### config.mk
export PLATFORM = sky130hd
export DESIGN_NAME = radix2_butterfly_pipe
export DESIGN_NICKNAME = d
export VERILOG_FILES = /design/src/rtl/radix2_butterfly_pipe.sv
export SDC_FILE = /design/constraint.sdc
export NUM_CORES = 2
export LEC_CHECK = 0
export ABC_AREA = 0
export BUFFER_PORTS_ARGS = -buffer_cell sky130_fd_sc_hd__buf_2
export CORE_MARGIN = 2
export CORE_UTILIZATION = 45
export CTS_BUF_LIST = sky130_fd_sc_hd__clkbuf_16
export DETAILED_ROUTE_END_ITERATION = 12
export PLACE_DENSITY_LB_ADDON = 0.1
export SYNTH_ARGS = -nofsm -noshare
export SYNTH_HDL_FRONTEND = slang
export SYNTH_SLANG_ARGS = --single-unit
### constraint.sdc
create_clock -name clk -period 5 [get_ports clk]
set_clock_uncertainty 0.05 [all_clocks]
set_input_delay 0.5 -clock clk [delete_from_list [all_inputs] [get_ports clk]]
set_output_delay 0.5 -clock clk [all_outputs]
set_load 0.03 [all_outputs]
### src/rtl/radix2_butterfly_pipe.sv
// ---------------------------------------------------------------------------
// radix2_butterfly_pipe
//
// Three-stage pipelined radix-2 DIT butterfly on signed Q(DATA_WIDTH-1)
// complex operands:
//   t  = sat(round(b * w))
//   y0 = sat(scl(a + t))
//   y1 = sat(scl(a - t))
// scl halves (round half up) when the per-transaction 'scale' bit is set.
//
// Stages: S1 registers the four full-precision partial products,
//         S2 registers the rounded/saturated twiddle product t,
//         S3 registers the outputs (out_valid/y*/sat).
//
// Handshake: a transfer happens on a rising clock edge where valid && ready
// are both high. The whole pipeline advances as one unit when
// adv = !out_valid || out_ready, and in_ready is exactly adv. While the
// output is stalled every stage and every output holds its value.
//
// Optional feature (macro BFLY_OVF_CNT_EN): adds ovf_clr / ovf_cnt, a
// saturating count of output handshakes that carried sat=1.
//
// Ports:
//   clk, rst_n            clock, asynchronous active-low reset
//   in_valid / in_ready   input handshake
//   a_re..w_im            operands a, b and twiddle w (signed)
//   scale                 1 = halve both outputs
//   out_valid / out_ready output handshake
//   y0_re..y1_im          butterfly results (signed)
//   sat                   result had at least one saturation event
//   ovf_clr, ovf_cnt      (BFLY_OVF_CNT_EN only) counter clear / value
// ---------------------------------------------------------------------------
module radix2_butterfly_pipe #(
  parameter int DATA_WIDTH = 16,
  parameter int CNT_WIDTH  = 16
) (
  input  logic                         clk,
  input  logic                         rst_n,
  input  logic                         in_valid,
  output logic                         in_ready,
  input  logic signed [DATA_WIDTH-1:0] a_re,
  input  logic signed [DATA_WIDTH-1:0] a_im,
  input  logic signed [DATA_WIDTH-1:0] b_re,
  input  logic signed [DATA_WIDTH-1:0] b_im,
  input  logic signed [DATA_WIDTH-1:0] w_re,
  input  logic signed [DATA_WIDTH-1:0] w_im,
  input  logic                         scale,
  output logic                         out_valid,
  input  logic                         out_ready,
  output logic signed [DATA_WIDTH-1:0] y0_re,
  output logic signed [DATA_WIDTH-1:0] y0_im,
  output logic signed [DATA_WIDTH-1:0] y1_re,
  output logic signed [DATA_WIDTH-1:0] y1_im,
  output logic                         sat
`ifdef BFLY_OVF_CNT_EN
  ,
  input  logic                         ovf_clr,
  output logic [CNT_WIDTH-1:0]         ovf_cnt
`endif
);

  localparam int W  = DATA_WIDTH;
  localparam int PW = 2 * W;      // one partial product
  localparam int SW = 2 * W + 2;  // working width, wide enough for every sum

  // Elaboration-time guard on the parameter ranges.
  if (DATA_WIDTH < 8 || DATA_WIDTH > 24 || CNT_WIDTH < 1) begin : g_param_check
    $error("radix2_butterfly_pipe: DATA_WIDTH must be 8..24 and CNT_WIDTH >= 1");
  end

  // Rounding constant 2^(W-2), and the clamp limits, all at working width.
  localparam logic signed [SW-1:0] RND  = {{(SW-W+1){1'b0}}, 1'b1, {(W-2){1'b0}}};
  localparam logic signed [SW-1:0] MAXV = {{(SW-W+1){1'b0}}, {(W-1){1'b1}}};
  localparam logic signed [SW-1:0] MINV = {{(SW-W+1){1'b1}}, {(W-1){1'b0}}};
  localparam logic signed [SW-1:0] ONE  = {{(SW-1){1'b0}}, 1'b1};

  // Clamp a working-width value to W bits; MSB of the result is the
  // saturation flag.
  function automatic logic [W:0] sat_fn(input logic signed [SW-1:0] x);
    logic [W:0] r;
    if (x > MAXV)      r = {1'b1, MAXV[W-1:0]};
    else if (x < MINV) r = {1'b1, MINV[W-1:0]};
    else               r = {1'b0, x[W-1:0]};
    return r;
  endfunction

  logic adv;
  assign adv      = !out_valid || out_ready;
  assign in_ready = adv;

  // -------------------------------------------------------------------------
  // S1: full-precision partial products
  // -------------------------------------------------------------------------
  logic signed [PW-1:0] p_ac, p_bd, p_ad, p_bc;
  assign p_ac = b_re * w_re;
  assign p_bd = b_im * w_im;
  assign p_ad = b_re * w_im;
  assign p_bc = b_im * w_re;

  logic                 s1_valid, s1_scale;
  logic signed [W-1:0]  s1_a_re, s1_a_im;
  logic signed [PW-1:0] s1_ac, s1_bd, s1_ad, s1_bc;

  always_ff @(posedge clk or negedge rst_n) begin
    if (!rst_n) begin
      s1_valid <= 1'b0;
      s1_scale <= 1'b0;
      s1_a_re  <= '0;
      s1_a_im  <= '0;
      s1_ac    <= '0;
      s1_bd    <= '0;
      s1_ad    <= '0;
      s1_bc    <= '0;
    end else if (adv) begin
      s1_valid <= in_valid;
      s1_scale <= scale;
      s1_a_re  <= a_re;
      s1_a_im  <= a_im;
      s1_ac    <= p_ac;
      s1_bd    <= p_bd;
      s1_ad    <= p_ad;
      s1_bc    <= p_bc;
    end
  end

  // -------------------------------------------------------------------------
  // S2: t = sat(round(b*w)); round is add half-LSB then arithmetic shift
  // -------------------------------------------------------------------------
  logic signed [SW-1:0] t_re_sum, t_im_sum, t_re_rnd, t_im_rnd;
  logic [W:0]           t_re_c, t_im_c;

  always_comb begin
    t_re_sum = SW'(s1_ac) - SW'(s1_bd);
    t_im_sum = SW'(s1_ad) + SW'(s1_bc);
    t_re_rnd = (t_re_sum + RND) >>> (W - 1);
    t_im_rnd = (t_im_sum + RND) >>> (W - 1);
    t_re_c   = sat_fn(t_re_rnd);
    t_im_c   = sat_fn(t_im_rnd);
  end

  logic                s2_valid, s2_scale, s2_tsat;
  logic signed [W-1:0] s2_a_re, s2_a_im, s2_t_re, s2_t_im;

  always_ff @(posedge clk or negedge rst_n) begin
    if (!rst_n) begin
      s2_valid <= 1'b0;
      s2_scale <= 1'b0;
      s2_tsat  <= 1'b0;
      s2_a_re  <= '0;
      s2_a_im  <= '0;
      s2_t_re  <= '0;
      s2_t_im  <= '0;
    end else if (adv) begin
      s2_valid <= s1_valid;
      s2_scale <= s1_scale;
      s2_tsat  <= t_re_c[W] | t_im_c[W];
      s2_a_re  <= s1_a_re;
      s2_a_im  <= s1_a_im;
      s2_t_re  <= t_re_c[W-1:0];
      s2_t_im  <= t_im_c[W-1:0];
    end
  end

  // -------------------------------------------------------------------------
  // S3: y0 = sat(scl(a+t)), y1 = sat(scl(a-t))
  // -------------------------------------------------------------------------
  logic signed [SW-1:0] s0_re, s0_im, d0_re, d0_im;
  logic signed [SW-1:0] s0_re_sc, s0_im_sc, d0_re_sc, d0_im_sc;
  logic [W:0]           y0_re_c, y0_im_c, y1_re_c, y1_im_c;
  logic                 y_sat;

  always_comb begin
    s0_re = SW'(s2_a_re) + SW'(s2_t_re);
    s0_im = SW'(s2_a_im) + SW'(s2_t_im);
    d0_re = SW'(s2_a_re) - SW'(s2_t_re);
    d0_im = SW'(s2_a_im) - SW'(s2_t_im);
    if (s2_scale) begin
      s0_re_sc = (s0_re + ONE) >>> 1;
      s0_im_sc = (s0_im + ONE) >>> 1;
      d0_re_sc = (d0_re + ONE) >>> 1;
      d0_im_sc = (d0_im + ONE) >>> 1;
    end else begin
      s0_re_sc = s0_re;
      s0_im_sc = s0_im;
      d0_re_sc = d0_re;
      d0_im_sc = d0_im;
    end
    y0_re_c = sat_fn(s0_re_sc);
    y0_im_c = sat_fn(s0_im_sc);
    y1_re_c = sat_fn(d0_re_sc);
    y1_im_c = sat_fn(d0_im_sc);
    y_sat   = s2_tsat | y0_re_c[W] | y0_im_c[W] | y1_re_c[W] | y1_im_c[W];
  end

  always_ff @(posedge clk or negedge rst_n) begin
    if (!rst_n) begin
      out_valid <= 1'b0;
      sat       <= 1'b0;
      y0_re     <= '0;
      y0_im     <= '0;
      y1_re     <= '0;
      y1_im     <= '0;
    end else if (adv) begin
      out_valid <= s2_valid;
      sat       <= y_sat;
      y0_re     <= y0_re_c[W-1:0];
      y0_im     <= y0_im_c[W-1:0];
      y1_re     <= y1_re_c[W-1:0];
      y1_im     <= y1_im_c[W-1:0];
    end
  end

`ifdef BFLY_OVF_CNT_EN
  // -------------------------------------------------------------------------
  // Saturating count of delivered results that carried sat=1; clear wins.
  // -------------------------------------------------------------------------
  always_ff @(posedge clk or negedge rst_n) begin
    if (!rst_n) begin
      ovf_cnt <= '0;
    end else if (ovf_clr) begin
      ovf_cnt <= '0;
    end else if (out_valid && out_ready && sat && (ovf_cnt != {CNT_WIDTH{1'b1}})) begin
      ovf_cnt <= ovf_cnt + 1'b1;
    end
  end
`endif

endmodule

==> metrics.cfg <==
[sta]
max_freq_mhz=169.0
period_share_pct=118.3
finalHoldViolCount=0
worst-slew-pin-transition_ns=1.020
min_period_ns=5.917
max_slew_margin_pct=32.02
fin_hold_ws_ns=0.06282
setup_viol=72
finalWorstSetupSlack_ns=-0.9170
slew_viol_final=0
rsz0062_at_grt=true

[synth]
syn_avg_cell_area_sq_um=8.767
syn-num-nets=8422
synth_edf_count=0
yosys_warnings=0
yosysSeqAreaShare_pct=12.48
async_reset_ff_share_pct=100.0
synth_top_flop_cell=dfrtp_1
synth_cells=6749
yosysUniqueCellTypes=92
synth-seq-cells=295
syn-cell-area_sq_um=59170

[setup_path]
cp.required_ns=5.39
cp_slowest_cell=fa_1
crit_path_end_kind=flop
crit_type=in -> reg
critPathLaunch=b_re[5]
cp_max_fo=10
critPathMaxStageDelay_ns=0.53
rr_worst_depth=13
start_kind=input port
worstPathArrival_ns=6.31
endpoint=s1_ac[31]
crit_path_frequent_cell=fa_1
rr_startpoint=s2_t_re[0]
reg2reg_slack_ns=0.39
timing.rr.end=y0_re[4]

[clock_network]
cts.clk_slew.worst_paths_ns=0.06
clock_sinks=295
clk_latency_ns=0.60
clock_tree.root_cell=clkbuf_16
cts_tree=built
clk_path_buf_depth=3
cts_buffers=38
cts_max_level=2

[detailed_routing]
routed-via-count=47397
m1WireLength_mm=75.77
post_drt_wl_per_cell_um=18.50
drc=0
top_layer_used=met5
routed-wl-met3_mm=7.493
ant_nets=0
wirelength_mm=172.2
dr.pass1.iters=7
first_iter_violations=2724
viasPerCell=5.091
met2_length_mm=82.59

[placement]
place_ws_ns=-1.840
dp_hpwl_mm=141.7
port-buffer-count=167
gp_congestion=0.8794

[grt]
grt_pass1_vias=49472
antenna_found_initial=4
track_usage_pct=26.01
grt_overflow_total=0
grt_first_pass_wirelength_mm=275.4
grt_max_degree=179

[die]
core-area_sq_um=131000
die_area_sq_um=134400
io_pins=168
initial_core_util_pct=45.18
row_count=133
die_w_um=366.6
die_y_um=366.6

[outcome]
status=finished with violations
violations=negative setup slack

[worst_hold_path]
hold_path_class=in -> reg

[cells_and_area]
layout-drive-gt1-share_pct=21.68
fillCellCount=12038
utilization_pct=56.10
fin_nets=9197
syn_to_final_growth_pct=24.18

[job]
maxCapViolations=0

==> worst min-delay path by stage <==
stage / cells past startpoint / start / end / slack, ns
CTS: 3 / a_re[3] / s1_a_re[3] / 0.03
detailed placement: 1 / rst_n / s2_a_re[2] / 0.31
finish: 3 / a_re[3] / s1_a_re[3] / 0.06
global route: 3 / a_re[7] / s1_a_re[7] / 0.06
global placement: 1 / rst_n / s2_a_re[2] / 0.31
floorplan: 0 / rst_n / out_valid / 0.15
==> synth_stat cells (10+ instances only) <==
master,number,area (sq um)
and2_1,447,2796
o21ai_0,183,915.9
nand2_1,1014,3806
o21a_1,20,150.1
nand4_1,26,162.7
a31oi_1,31,193.9
buf_2,18,90.09
buf_1,12,45.04
o211ai_1,20,150.1
a32oi_1,17,148.9
dfrtp_1,295,7382
fa_1,1052,21060
a21o_1,80,600.6
or2_2,15,93.84
o21bai_1,33,247.7
nor2b_1,30,187.7
and3_1,20,125.1
xor2_1,79,691.9
o31ai_1,28,210.2
o21ai_1,13,65.06
or3_1,22,137.6
ha_1,520,6506
xnor2_1,142,1244
nand3_1,62,310.3
and4_1,10,87.58
maj3_1,46,460.4
a21oi_1,256,1281
nor3_1,63,315.3
clkbuf_1,285,1070
a211oi_1,35,262.8
nor2_1,262,983.4
a22oi_1,31,232.7
maj3_2,10,112.6
inv_1,1335,5011
nand2b_1,51,319.1
==> worst max-delay path: cells and delay by family <==
kind | cells | cell delay, ns
buffers and inverters | 6 | 0.50
AO/OA/AOI/OAI | 9 | 1.63
AND/OR/NAND/NOR | 2 | 0.32
XOR/XNOR | 1 | 0.13
adder cells (fa/ha/maj) | 7 | 3.23
==> placed cells by master, fill, tap and decap left out, types with 66 or more instances in the layout <==
| cell type | instances |
|---|---|
| buf_2 | 111 |
| ha_1 | 466 |
| fa_1 | 1005 |
| inv_1 | 1272 |
| o21ai_0 | 124 |
| dfrtp_1 | 294 |
| and2_1 | 396 |
| a21oi_1 | 196 |
| xor2_1 | 68 |
| a21o_1 | 80 |
| buf_4 | 688 |
| buf_6 | 129 |
| nor2_1 | 255 |
| inv_2 | 66 |
| buf_12 | 76 |
| xnor2_1 | 120 |
| nand2_1 | 957 |
==> per-stage QoR <==
| step | cell area (sq um) | setup TNS [ns] | std cells |
|---|---|---|---|
| finish | 73470 | -37.95 | 9310 |
| global route | 73470 | -50.04 | 9309 |
| CTS | 72160 | -32.76 | 9278 |
| detailed placement | 68270 | -110.30 | 9113 |
| global placement | 68270 | -106.78 | 9113 |
| floorplan | 60860 | -34.84 | 6749 |
==> cells by family (layout without fill, tap and decap cells) <==
kind of cell / after synthesis / count (layout) / synth area share (%)
AOI/OAI and AO/OA: 866 / 866 / 9.421
xor gates and xnor gates: 222 / 222 / 3.299
adders and majority gates: 1628 / 1628 / 47.56
buffers and inverters: 1652 / 2457 / 10.53
DFF: 295 / 295 / 12.48
muxes: 15 / 15 / 0.2664
other: 0 / 1 / 0
and+or+nand+nor: 2071 / 2071 / 16.45
==> per-layer routing <==
layer,up-vias,global-route usage [%]
li1,22423,-
met1,23832,35.42
met2,934,43.58
met3,204,2.684
met4,4,8.286
met5,-,0
==> repair_timing <==
action | in CTS | in global routing
cloned | 4 | 1
hold buffers | 1 | 0
pin swaps | 221 | 225
endpoints found under the hold margin | 24 | 0
endpoints found under the setup margin | 79 | 92
buffers inserted | 101 | 51
gates resized for setup | 446 | 269
==> cell type report <==
cell class              instances  area (sq um)  area share (%)
well taps                    1755          2196           2.989
multi-input cells            4802         48100           65.46
repair buffers               1051          9483           12.91
clock inverters                31         305.3          0.4155
clock buffers                  39         975.9           1.328
flip-flops and latches        295          7383           10.05
inverters                    1336          5030           6.846
diodes                          1         2.502        0.003406
==> registers in the layout, summed over array words and instances, names as in the netlist <==
| register | flops |
|---|---|
| s1_ac | 32 |
| s1_ad | 32 |
| s1_bc | 32 |
| s1_bd | 32 |
| s1_a_im | 16 |
| s1_a_re | 16 |
| s2_a_im | 16 |
| s2_a_re | 16 |
| s2_t_im | 16 |
| s2_t_re | 16 |
| y0_im | 16 |
| y0_re | 16 |
| y1_im | 16 |
| y1_re | 16 |
| out_valid | 1 |
| s1_scale | 1 |
| s1_valid | 1 |
| s2_scale | 1 |
| s2_tsat | 1 |
| s2_valid | 1 |
| sat | 1 |
Power is not shown: default switching activity piles up to over one toggle a cycle in this logic, so the estimate is an artifact.
